## src/rtl/cpu_package.sv

```systemverilog
// cpu_package: shared RISC-V core types, opcodes and the ID/EX bundle
package cpu_package;
    localparam int CPU_XLEN = 32;
    typedef enum logic [2:0] {R_TYPE, I_TYPE, S_TYPE, B_TYPE, U_TYPE, J_TYPE} instruction_type_t;
    localparam logic [6:0] OPC_OP     = 7'b0110011;
    localparam logic [6:0] OPC_OP_IMM = 7'b0010011;
    localparam logic [6:0] OPC_LOAD   = 7'b0000011;
    localparam logic [6:0] OPC_JALR   = 7'b1100111;
    localparam logic [6:0] OPC_SYSTEM = 7'b1110011;
    localparam logic [6:0] OPC_STORE  = 7'b0100011;
    localparam logic [6:0] OPC_BRANCH = 7'b1100011;
    localparam logic [6:0] OPC_LUI    = 7'b0110111;
    localparam logic [6:0] OPC_AUIPC  = 7'b0010111;
    localparam logic [6:0] OPC_JAL    = 7'b1101111;
    typedef struct packed {
        logic [CPU_XLEN-1:0] pc;
        logic [CPU_XLEN-1:0] instruction;
        instruction_type_t   itype;
        logic [CPU_XLEN-1:0] immediate;
        logic [4:0]          rs1;
        logic [4:0]          rs2;
        logic [4:0]          rd;
        logic [2:0]          funct3;
        logic [6:0]          funct7;
        logic                illegal;
    } id_bundle_t;
endpackage

```

## src/rtl/decode_stage_if.sv

```systemverilog
// decode_stage_if: IF->ID and ID->EX valid/ready handshakes with the decoded bundle
interface decode_stage_if #(parameter int XLEN = 32) ();
    import cpu_package::*;
    logic              if_valid;
    logic              if_ready;
    logic [XLEN-1:0]   if_instruction;
    logic [XLEN-1:0]   if_pc;
    logic              id_valid;
    logic              id_ready;
    logic [XLEN-1:0]   id_pc;
    logic [XLEN-1:0]   id_instruction;
    instruction_type_t id_type;
    logic [XLEN-1:0]   id_immediate;
    logic [4:0]        id_rs1;
    logic [4:0]        id_rs2;
    logic [4:0]        id_rd;
    logic [2:0]        id_funct3;
    logic [6:0]        id_funct7;
    logic              id_illegal;
    modport master (
        output if_valid, if_instruction, if_pc, id_ready,
        input  if_ready, id_valid, id_pc, id_instruction, id_type, id_immediate,
               id_rs1, id_rs2, id_rd, id_funct3, id_funct7, id_illegal
    );
    modport slave (
        input  if_valid, if_instruction, if_pc, id_ready,
        output if_ready, id_valid, id_pc, id_instruction, id_type, id_immediate,
               id_rs1, id_rs2, id_rd, id_funct3, id_funct7, id_illegal
    );
endinterface

```

## src/rtl/decode_stage_immediate_decode.sv

```systemverilog
// immediate_decode: sign-extended immediate for each RISC-V instruction format
module immediate_decode import cpu_package::*; (
    input  logic [CPU_XLEN-1:7] instruction,
    input  instruction_type_t   itype,
    output logic [CPU_XLEN-1:0] immediate
);
    always_comb
        immediate = itype == I_TYPE ? {{20{instruction[31]}}, instruction[31:20]} :
                    itype == S_TYPE ? {{20{instruction[31]}}, instruction[31:25], instruction[11:7]} :
                    itype == B_TYPE ? {{19{instruction[31]}}, instruction[31], instruction[7],
                                       instruction[30:25], instruction[11:8], 1'b0} :
                    itype == U_TYPE ? {instruction[31:12], 12'b0} :
                    itype == J_TYPE ? {{11{instruction[31]}}, instruction[31], instruction[19:12],
                                       instruction[20], instruction[30:21], 1'b0} :
                    '0;
endmodule

```

## src/rtl/decode_stage.sv

```systemverilog
// decode_stage: ID stage with opcode classifier, 2-entry skid buffer and registered ID/EX bundle
module decode_stage import cpu_package::*; #(
    parameter int              XLEN     = CPU_XLEN,
    parameter logic [XLEN-1:0] RESET_PC = '0
) (
    input logic           clk,
    input logic           rst_n,
    input logic           flush,
    decode_stage_if.slave bus
);
    typedef enum logic [1:0] {EMPTY, ONE, FULL} state_t;
    state_t            state, state_nx;
    id_bundle_t        main_q, skid_q, in_b;
    instruction_type_t in_type;
    logic [XLEN-1:0]   in_imm;
    logic              known, ready_q, valid, in_xfer, ex_xfer, load_main, load_skid, pull_skid;
    always_comb begin
        in_type = R_TYPE;
        known = 1'b1;
        case (bus.if_instruction[6:0])
            OPC_OP:                                 in_type = R_TYPE;
            OPC_OP_IMM, OPC_LOAD, OPC_JALR, OPC_SYSTEM: in_type = I_TYPE;
            OPC_STORE:                              in_type = S_TYPE;
            OPC_BRANCH:                             in_type = B_TYPE;
            OPC_LUI, OPC_AUIPC:                     in_type = U_TYPE;
            OPC_JAL:                                in_type = J_TYPE;
            default:                                known = 1'b0;
        endcase
    end
    immediate_decode u_imm (
        .instruction(bus.if_instruction[XLEN-1:7]),
        .itype      (in_type),
        .immediate  (in_imm)
    );
    // decoded before storing so a skid entry is already final when it moves to main
    assign in_b = '{pc:          bus.if_pc,
                    instruction: bus.if_instruction,
                    itype:       in_type,
                    immediate:   in_imm,
                    rs1:         bus.if_instruction[19:15],
                    rs2:         bus.if_instruction[24:20],
                    rd:          bus.if_instruction[11:7],
                    funct3:      bus.if_instruction[14:12],
                    funct7:      bus.if_instruction[31:25],
                    illegal:     !known};
    assign valid   = state != EMPTY;
    assign in_xfer = bus.if_valid & ready_q;
    assign ex_xfer = valid & bus.id_ready;
    always_ff @(posedge clk) begin
        if (!rst_n) begin
            state   <= EMPTY;
            ready_q <= 1'b1;
        end else begin
            state   <= state_nx;
            ready_q <= state_nx != FULL;
        end
    end
    always_comb begin
        state_nx  = state;
        load_main = 1'b0;
        load_skid = 1'b0;
        pull_skid = 1'b0;
        case (state)
            EMPTY: begin
                load_main = in_xfer;
                state_nx  = in_xfer ? ONE : EMPTY;
            end
            ONE: begin
                load_main = in_xfer & ex_xfer;
                load_skid = in_xfer & !ex_xfer;
                state_nx  = load_skid ? FULL : (ex_xfer & !in_xfer) ? EMPTY : ONE;
            end
            FULL: begin
                pull_skid = ex_xfer;
                state_nx  = ex_xfer ? ONE : FULL;
            end
            default: state_nx = EMPTY;
        endcase
        if (flush) begin
            state_nx  = EMPTY;
            load_main = 1'b0;
            load_skid = 1'b0;
            pull_skid = 1'b0;
        end
    end
    always_ff @(posedge clk) begin
        if (!rst_n) begin
            main_q    <= '0;
            main_q.pc <= RESET_PC;
            skid_q    <= '0;
        end else begin
            main_q <= load_main ? in_b : pull_skid ? skid_q : main_q;
            if (load_skid) skid_q <= in_b;
        end
    end
    assign bus.if_ready       = ready_q;
    assign bus.id_valid       = valid;
    assign bus.id_pc          = valid ? main_q.pc : RESET_PC;
    assign bus.id_instruction = main_q.instruction;
    assign bus.id_type        = main_q.itype;
    assign bus.id_immediate   = main_q.immediate;
    assign bus.id_rs1         = main_q.rs1;
    assign bus.id_rs2         = main_q.rs2;
    assign bus.id_rd          = main_q.rd;
    assign bus.id_funct3      = main_q.funct3;
    assign bus.id_funct7      = main_q.funct7;
    assign bus.id_illegal     = main_q.illegal;
endmodule

```

## src/flat_wrapper.sv

```systemverilog
// flat-port wrapper written by rule: the top's interface ports become plain ports
module decode_stage_flat import cpu_package::*;
#(
    parameter int              XLEN     = CPU_XLEN,
    parameter logic [XLEN-1:0] RESET_PC = '0
)
  (clk, rst_n, flush, bus_if_valid, bus_if_instruction, bus_if_pc, bus_id_ready, bus_if_ready, bus_id_valid, bus_id_pc, bus_id_instruction, bus_id_type, bus_id_immediate, bus_id_rs1, bus_id_rs2, bus_id_rd, bus_id_funct3, bus_id_funct7, bus_id_illegal);
  decode_stage_if #(.XLEN(XLEN)) bus_i ();
  input logic clk;
  input logic rst_n;
  input logic flush;
  input wire logic [$bits(bus_i.if_valid)-1:0] bus_if_valid;
  input wire logic [$bits(bus_i.if_instruction)-1:0] bus_if_instruction;
  input wire logic [$bits(bus_i.if_pc)-1:0] bus_if_pc;
  input wire logic [$bits(bus_i.id_ready)-1:0] bus_id_ready;
  output wire logic [$bits(bus_i.if_ready)-1:0] bus_if_ready;
  output wire logic [$bits(bus_i.id_valid)-1:0] bus_id_valid;
  output wire logic [$bits(bus_i.id_pc)-1:0] bus_id_pc;
  output wire logic [$bits(bus_i.id_instruction)-1:0] bus_id_instruction;
  output wire logic [$bits(bus_i.id_type)-1:0] bus_id_type;
  output wire logic [$bits(bus_i.id_immediate)-1:0] bus_id_immediate;
  output wire logic [$bits(bus_i.id_rs1)-1:0] bus_id_rs1;
  output wire logic [$bits(bus_i.id_rs2)-1:0] bus_id_rs2;
  output wire logic [$bits(bus_i.id_rd)-1:0] bus_id_rd;
  output wire logic [$bits(bus_i.id_funct3)-1:0] bus_id_funct3;
  output wire logic [$bits(bus_i.id_funct7)-1:0] bus_id_funct7;
  output wire logic [$bits(bus_i.id_illegal)-1:0] bus_id_illegal;
  assign bus_i.if_valid = bus_if_valid;
  assign bus_i.if_instruction = bus_if_instruction;
  assign bus_i.if_pc = bus_if_pc;
  assign bus_i.id_ready = bus_id_ready;
  assign bus_if_ready = bus_i.if_ready;
  assign bus_id_valid = bus_i.id_valid;
  assign bus_id_pc = bus_i.id_pc;
  assign bus_id_instruction = bus_i.id_instruction;
  assign bus_id_type = bus_i.id_type;
  assign bus_id_immediate = bus_i.id_immediate;
  assign bus_id_rs1 = bus_i.id_rs1;
  assign bus_id_rs2 = bus_i.id_rs2;
  assign bus_id_rd = bus_i.id_rd;
  assign bus_id_funct3 = bus_i.id_funct3;
  assign bus_id_funct7 = bus_i.id_funct7;
  assign bus_id_illegal = bus_i.id_illegal;
  decode_stage #(.XLEN(XLEN), .RESET_PC(RESET_PC)) u_core (.clk(clk), .rst_n(rst_n), .flush(flush), .bus(bus_i));
endmodule
```

## config.mk

```make
export PLATFORM = sky130hd
export DESIGN_NAME = decode_stage_flat
export DESIGN_NICKNAME = d
export VERILOG_FILES = /design/src/rtl/cpu_package.sv /design/src/rtl/decode_stage_if.sv /design/src/rtl/decode_stage_immediate_decode.sv /design/src/rtl/decode_stage.sv /design/src/flat_wrapper.sv
export SDC_FILE = /design/constraint.sdc
export NUM_CORES = 1
export LEC_CHECK = 0
export BUFFER_PORTS_ARGS = -buffer_cell sky130_fd_sc_hd__clkbuf_2
export CAP_MARGIN = 20
export CORE_MARGIN = 4
export CORE_UTILIZATION = 59
export CTS_CLUSTER_DIAMETER = 150
export DETAILED_ROUTE_END_ITERATION = 8
export GPL_TIMING_DRIVEN = 0
export MAX_ROUTING_LAYER = met4
export PLACE_DENSITY = 0.95
export SKIP_CTS_REPAIR_TIMING = 1
export SYNTH_ARGS = -nofsm -noshare
export SYNTH_HDL_FRONTEND = slang
export SYNTH_HIERARCHICAL = 1
export SYNTH_SLANG_ARGS = --single-unit
```

## constraint.sdc

```tcl
create_clock -name clk -period 4.4 [get_ports clk]
set_clock_uncertainty 0.05 [all_clocks]
set_input_delay 0.22 -clock clk [delete_from_list [all_inputs] [get_ports clk]]
set_output_delay 0.22 -clock clk [all_outputs]
set_load 0.1 [all_outputs]
```

Word-level counts from Yosys, hierarchy flattened
Index checks and enable logic that the tools add are counted.
{"block": "word_totals", "inputBits": 69, "output_inout_bits": 127, "elab_cells": 76, "reg_bits": 253}
{"block": "op_classes", "n_reduce_logical": 9, "n_mux": 22, "eq_ne": 18, "n_bitwise": 5}
{"op": "125-bit 2-to-1 mux", "count": 2}
{"op": "32-bit 2-to-1 mux", "count": 6}
{"op": "7-bit equality test, second input constant", "count": 4}
{"op": "7-bit by 6-bit equality test with 1-bit output, second input constant", "count": 3}
{"op": "3-bit one-hot mux with 5 select lines", "count": 1}
{"op": "7-bit by 5-bit equality test with 1-bit output, second input constant", "count": 2}
{"op": "10-bit OR reduction", "count": 1}
{"op": "1-bit 2-to-1 mux", "count": 8}
{"op": "7-bit by 2-bit equality test with 1-bit output, second input constant", "count": 1}
{"op": "3-bit by 2-bit equality test with 1-bit output, second input constant", "count": 2}
{"op": "3-bit equality test, second input constant", "count": 2}
{"op": "2-bit 2-to-1 mux", "count": 3}
{"op": "2-bit one-hot mux with 3 select lines", "count": 1}
{"op": "1-bit bitwise AND", "count": 5}
{"op": "2-bit nonzero test", "count": 2}
{"op": "4-bit OR reduction", "count": 1}
{"op": "3-bit by 1-bit equality test with 1-bit output, second input constant", "count": 1}
{"op": "1-bit zero test", "count": 3}
{"op": "2-bit by 1-bit equality test with 1-bit output, second input constant", "count": 1}
{"op": "2-bit equality test, second input constant", "count": 1}
{"op": "2-bit zero test", "count": 1}
{"op": "2-bit != test, second input constant", "count": 1}
{"op": "1-bit one-hot mux with 2 select lines", "count": 1}
{"op": "2-bit OR reduction", "count": 1}

Logic depth before layout (Yosys ltp)
Gate-level depths: netlist (run 1).
{"block": "depth", "ltp_word": 10, "mapped_depth": 10, "depth_no_buf": 9}

Cells and area by module
The synthesis (run 1) kept the hierarchy.
{"module": "decode_stage", "cells_each": 1060, "instances": 1, "area_per_inst_um2": 8530.7}
{"module": "immediate_decode", "cells_each": 64, "instances": 1, "area_per_inst_um2": 410.4}

Worst setup path before layout (run 1)
OpenSTA, ideal clock, no wires.
{"block": "synth_path", "path_kind": "reg-to-output", "from": "register u_core.state[1]", "to": "output bus_id_pc[10]", "required_ns": 4.130, "slack_ns": 1.666, "t_arrival_ns": 2.464, "stages_incl_launch_ff": 5, "path_cell_list": "dfxtp_1 -> nor2_2 -> inv_1 -> clkbuf_1 -> and2_1"}
{"block": "synth_via", "elab_chain_len": 2}
{"item": "start, declared", "line_no": "decode_stage.sv:12", "source": "state_t state, state_nx;"}
{"item": "start signal, assigned", "line_no": "decode_stage.sv:54", "source": "state <= state_nx;"}
{"item": "2-bit nonzero test", "line_no": "decode_stage.sv:46", "source": "assign valid = state != EMPTY;"}
{"item": "via bus_id_valid", "line_no": "flat_wrapper.sv:17", "source": "output wire logic [$bits(bus_i.id_valid)-1:0] bus_id_valid;"}
{"item": "32-bit 2-to-1 mux", "line_no": "decode_stage.sv:98", "source": "assign bus.id_pc = valid ? main_q.pc : RESET_PC;"}
{"item": "end, declared", "line_no": "flat_wrapper.sv:18", "source": "output wire logic [$bits(bus_i.id_pc)-1:0] bus_id_pc;"}
The timed path passes the listed nets, and every way through them passes these cells.

==> flow_summary.toml, run 1 <==
[clock_tree]
cts_tree = "built"
numCtsBuffers = 21
htree_num_levels = 1
clk_pin_slew_ns = 0.06
cts.path.max_buffers = 3
cts-root-buf = "clkbuf_16"
clkSinkCount = 203
worstSkewPairLatency_ns = 0.47

[sta]
maxSlewHeadroom_pct = 42.8
max_freq_ghz = 0.358
report.final.slew_viol_count = 0
tns_ns = 0
hold_viol = 4
finalCriticalPeriod_ns = 2.79
period_share_pct = 63.5
setup_violations = 0
setup_ws_ns = 1.61
rsz0062_at_grt = "no"
hold-worst-slack_ns = -0.0144
worstMarginPinSlew_ns = 0.858

[final_layout]
areaGrowthSynthToFinish_pct = 26.3
nNetsFinal = 1466
diodes = 0
drive_above_1_share_pct = 26.6
final_core_util_pct = 76.8

[worst_setup_path]
worstPathArrival_ns = 3.09
r2r-start = "u_core/state[1]$_SDFF_PN0_"
crit_path_start_kind = "input pin"
crit_path_end = "u_core/bus.id_immediate[21]$_SDFFE_PN0P_"
crit_path_start = "bus_if_instruction[5]"
worstRegToRegCells = 9
path_max_fanout = 10
critPathKind = "input pin to flop"
end_kind = "flop"
worstReg2RegEnd = "u_core/main_q[99]$_SDFFE_PN0P_"
reg2reg_slack_ns = 1.91
crit_required_ns = 4.70

[floorplanning]
die_x_microns = 131
fp.dieArea_sq_um = 17200
row_count = 44
initial_core_util_pct = 60.8
io_pins = 196
die_y_microns = 131
fp.coreArea_sq_um = 14700

[detailed_routing]
first_pass_iters = 7
drt_iter0_drc = 922
vias = 9328
drtAntennaViolNets = 0
vias_per_cell = 5.87
wire_per_inst_microns = 17.1
drc = 0
wirelength_microns = 27200

[min_path]
hp-class = "input pin to flop"
hold_start = "bus_if_instruction[2]"
holdPathStages = 3

[logic_synthesis]
synth_ff_type = "dfxtp_1"
synthDominantCellAreaShare_pct = 45.5
yosysMostFrequentCell = "nand2_1"
ys_top_cells_by_count = "nand2_1 (218), dfxtp_1 (203), a21oi_1 (201)"
synth_edf_count = 0
ys_warn_count = 6
avgSynthCellArea_sq_um = 7.95
ys_ff_latch = 203
synth.area.top_cells = "dfxtp_1 (45%), a21oi_1 (11%), nand2_1 (9.2%)"
synth_top_area_cell = "dfxtp_1"
synth_cell_types = 48
async_reset_ff_share_pct = 0
synth.net_count = 1195
syn_area_sq_um = 8940
syn_inst = 1124
ys_seq_area_share_pct = 45.5

[grt]
grt_pass1_vias = 8390
grt_first_pass_wirelength_microns = 40800
grt_max_degree = 14
grtUsageTotal_pct = 28.7
antenna_found_initial = 0
overflow = 0

[pwr]
ir_drop_v = 0.000299
static-leakage-power_nw = 4.89
power_density_nw_per_um2 = 405
power.total_mw = 4.58

[status]
failed_checks = "hold timing"
outcome = "finished with violations"

[flow_run]
cap_violations = 0

[place]
port_buffers = 193
routabilityCongestion = 0.914
hpwl_microns = 18000
dp_slack_ns = 1.76
worst max-delay path: stages:
cell and delay, ns:
dlygate4sd3_1 0.52, clkbuf_2 0.14, nor2b_1 0.21, nor4b_1 0.68, buf_6 0.23, and2b_4 0.22, o21ai_2 0.13, buf_4 0.19
o21ai_1 0.12, o22ai_1 0.31, a21oi_1 0.11
sequential cells by signal, indices dropped and copies added (netlist names):
| signal | count |
|---|---|
| u_core/bus.id_illegal | 1 |
| u_core/bus.id_immediate | 32 |
| u_core/bus.id_type | 3 |
| u_core/skid_q | 100 |
| u_core/state | 2 |
| u_core/bus.id_instruction | 32 |
| u_core/bus.if_ready | 1 |
| u_core/main_q | 32 |
metal layers:
layer	track usage, %	up-vias	wire length, microns
li1	-	4337	-
met1	36.0	4315	10600
met2	46.9	589	13100
met3	5.93	87	2680
met4	8.98	0	873
met5	-	-	0
per-stage QoR:
stage	instances	area, sq um	hold slack (ns)
floorplan	1124	8940	0.306
global placement	1501	10100	0.391
detailed placement	1502	10100	0.397
CTS	1534	10800	-0.0824
global route	1588	11300	-0.00660
finish	1588	11300	-0.0144
layout make-up:
type | instances | area, sq um
Tap cell | 184 | 230
Multi-Input combinational cell | 731 | 3740
Buffer | 186 | 1130
Clock inverter | 1 | 8.76
Fill cell | 978 | 3400
Inverter | 4 | 15.0
Sequential cell | 203 | 4060
Clock buffer | 31 | 603
Timing Repair Buffer | 248 | 1510
cells in the final DEF (no fill, tap or decap), types with 21 or more instances in the layout:
cell type	instances
nand2_1	218
dfxtp_1	203
a21oi_1	201
clkbuf_2	200
o21ai_0	98
o22ai_1	97
buf_4	96
dlygate4sd3_1	54
clkbuf_1	50
and2_1	40
buf_2	36
clkbuf_16	21
report_power, final:
group | switching [mW] | internal [mW] | total (mW)
Clock | 0.671 | 0.939 | 1.61
Sequential | 0.0449 | 1.91 | 1.96
Combinational | 0.753 | 0.259 | 1.01
Total | 1.47 | 3.11 | 4.58
worst min-delay path by stage:
| stage | end | slack [ns] |
|---|---|---|
| final | u_core/skid_q[63]$_SDFFE_PN0P_ | -0.01 |
| after CTS | u_core/skid_q[122]$_SDFFE_PN0P_ | -0.08 |
| after floorplan | u_core/skid_q[100]$_SDFFE_PN0P_ | 0.31 |
| after detailed placement | u_core/skid_q[62]$_SDFFE_PN0P_ | 0.40 |
| after global routing | u_core/skid_q[67]$_SDFFE_PN0P_ | -0.007 |
| after global placement | u_core/bus.id_type[2]$_SDFFE_PN0P_ | 0.39 |
logic make-up (layout without fill, tap and decap cells):
| group | count (synthesis) | after routing | synth area share, % |
|---|---|---|---|
| adders and majority gates | 2 | 2 | 0.280 |
| DFF | 203 | 203 | 45.5 |
| buffers and inverters | 190 | 470 | 12.8 |
| and+or+nand+nor | 296 | 296 | 14.7 |
| muxes | 2 | 2 | 0.238 |
| AOI/OAI and AO/OA | 431 | 431 | 26.5 |
Power figures use the tool's default switching activity.
==> run 2, diff against run 1 <==
--- a/config.mk
+++ b/config.mk
@@ -8,12 +8,12 @@
 export BUFFER_PORTS_ARGS = -buffer_cell sky130_fd_sc_hd__clkbuf_2
 export CAP_MARGIN = 20
 export CORE_MARGIN = 4
-export CORE_UTILIZATION = 59
+export CORE_UTILIZATION = 49
 export CTS_CLUSTER_DIAMETER = 150
 export DETAILED_ROUTE_END_ITERATION = 8
 export GPL_TIMING_DRIVEN = 0
 export MAX_ROUTING_LAYER = met4
-export PLACE_DENSITY = 0.95
+export PLACE_DENSITY = 0.86
 export SKIP_CTS_REPAIR_TIMING = 1
 export SYNTH_ARGS = -nofsm -noshare
 export SYNTH_HDL_FRONTEND = slang
==> constraint.sdc (replaced) <==
create_clock -name clk -period 2.3 [get_ports clk]
set_clock_uncertainty 0.05 [all_clocks]
set_input_delay 0.115 -clock clk [delete_from_list [all_inputs] [get_ports clk]]
set_output_delay 0.115 -clock clk [all_outputs]
set_load 0.1 [all_outputs]
==> run 2 against run 1 <==
- critical path depth fell by 2
- hold slack got worse by 0.048 ns
- sequential cell count unchanged
- the run still ends with hold timing left
- global-route usage down 3.9 points
- clock-buffer cell count is the same
- via count is 2.2% lower
- sequential power increased by 91%
- register-to-register slack worse by 1.8 ns
==> flow_summary.toml, run 2 (synthesis results as in run 1) <==
[detailed_routing]
drt_iter0_drc = 701
first_pass_iters = 6
vias_per_cell = 5.51
drc = 0
drtAntennaViolNets = 0
wire_per_inst_microns = 16.7
wirelength_microns = 27600
vias = 9119

[grt]
grt_max_degree = 14
grtUsageTotal_pct = 24.8
grt_first_pass_wirelength_microns = 40600
overflow = 0
grt_pass1_vias = 8165
antenna_found_initial = 1

[pwr]
power_density_nw_per_um2 = 790
internal_power_mw = 6.30
pwr-share-clk_pct = 38.0
netSwitchingPower_mw = 2.90
power.total_mw = 9.20
static-leakage-power_nw = 5.05
switching_share_pct = 31.5
seqPwrFrac_pct = 40.7
comb_power_share_pct = 21.3
ir_drop_v = 0.000701

[clock_tree]
clk_pin_slew_ns = 0.06
cts.path.max_buffers = 3
htree_num_levels = 1
cts_tree = "built"
clkSinkCount = 203
numCtsBuffers = 21
worstSkewPairLatency_ns = 0.51
cts-root-buf = "clkbuf_16"

[place]
place_area_sq_um = 10200
hpwl_microns = 18400
dp_slack_ns = -0.248
port_buffers = 193
routabilityCongestion = 0.872

[worst_setup_path]
end_kind = "flop"
crit_required_ns = 2.66
path_max_fanout = 10
cp_slowest_stage_delay_ns = 0.36
worstPathArrival_ns = 2.56
cp_num_buf_inv = 3
crit_path_start_kind = "flop"
worstPathCellList = "nor2_2 -> inv_1 -> and2_1 -> ha_1 -> a22oi_4 -> buf_4 -> buf_2 -> o22ai_1 -> a21oi_1"
critPathSlowestCell = "dfxtp_2"
critPathKind = "flop to flop"
cp_top_family = "buffers and inverters"

[final_layout]
drive_above_1_share_pct = 27.5
nNetsFinal = 1484
top_register = "u_core/skid_q"
multi_input_area_sq_um = 3740
fill_cells = 1456
fin_area_sq_um = 11600
areaGrowthSynthToFinish_pct = 30.2
largest_reg_flops = 100
final_cell_mix = "nand2_1 (218), a21oi_1 (201), dfxtp_1 (201)"
diodes = 0
layout_commonest_cell = "nand2_1"
regArea_sq_um = 4070
final_core_util_pct = 64.8

[sta]
setup_violations = 0
max_freq_ghz = 0.453
finalCriticalPeriod_ns = 2.21
hold_viol = 2
setup_ws_ns = 0.0926
period_share_pct = 96.0
hold-worst-slack_ns = -0.0626
report.final.slew_viol_count = 0
worstMarginPinSlew_ns = 0.761
maxSlewHeadroom_pct = 49.3

[floorplanning]
die_x_microns = 143
row_count = 49
fp.dieArea_sq_um = 20500
io_pins = 196
initial_core_util_pct = 49.8
die_y_microns = 143
fp.coreArea_sq_um = 18000

[status]
failed_checks = "hold timing"
outcome = "finished with violations"

[flow_run]
cap_violations = 0

[min_path]
hp-class = "input pin to flop"
[run 2: cell count changes in the layout (fill, tap and decap cells not counted), moves of 3 or more]
| cell | before | now |
|---|---|---|
| buf_2 | 36 | 50 |
| dlygate4sd3_1 | 54 | 67 |
| clkbuf_2 | 200 | 188 |
| clkbuf_1 | 50 | 44 |
| buf_4 | 96 | 101 |
| clkbuf_8 | 4 | 7 |
[run 2: final cells by class]
class | count | share of cell area (%)
inverter | 4 | 0.129
clock inverter | 5 | 0.677
tap | 229 | 2.46
timing repair buffer | 266 | 14.5
sequential | 203 | 34.9
multi-input combinational | 731 | 32.1
buffer | 186 | 9.70
clock buffer | 31 | 5.44
[run 2: through the flow]
step,setup TNS (ns),instances
floorplan,0,1124
global placement,-17.68,1546
detailed placement,-8.14,1547
CTS,-8.57,1583
global route,-0.0247,1655
finish,0,1655
[run 2: layer usage]
layer / vias to the layer above / routed length (microns) / global-route usage, %
met4: 0 / 718 / 8.00
met3: 68 / 2550 / 5.36
met1: 4207 / 11000 / 31.6
met2: 473 / 13300 / 39.4
met5: - / 0 / -
li1: 4371 / - / -
[run 2: power by group through the flow]
| stage | clock network [mW] | logic, mW | registers (mW) |
|---|---|---|---|
| 2_1_floorplan | 0 | 1.49 | 3.79 |
| 3_3_place_gp | 0 | 1.82 | 3.81 |
| 3_5_place_dp | 0 | 1.83 | 3.81 |
| 4_1_cts | 3.53 | 1.84 | 3.74 |
| 5_1_grt | 3.67 | 2.06 | 3.76 |
| 6_report | 3.49 | 1.96 | 3.74 |
[run 2: worst register-to-register path: stages, from the launching register on]
cell and delay (ns):
dfxtp_2 0.36, nor2_2 0.13, inv_1 0.11, and2_1 0.20, ha_1 0.23, a22oi_4 0.20, buf_4 0.26, buf_2 0.26
o22ai_1 0.11, a21oi_1 0.21
[run 2: final timing paths]
kind                                      start                                         to  slack, ns  cells past startpoint
min reg2reg  u_core/bus.id_type[2]$_SDFFE_PN0P_         u_core/bus.id_type[2]$_SDFFE_PN0P_       0.41                      2
max reg2reg          u_core/state[1]$_SDFF_PN0_            u_core/main_q[108]$_SDFFE_PN0P_       0.09                      9
min                       bus_if_instruction[1]  u_core/bus.id_instruction[1]$_SDFFE_PN0P_      -0.06                      3
max                  u_core/state[1]$_SDFF_PN0_            u_core/main_q[108]$_SDFFE_PN0P_       0.09                      9
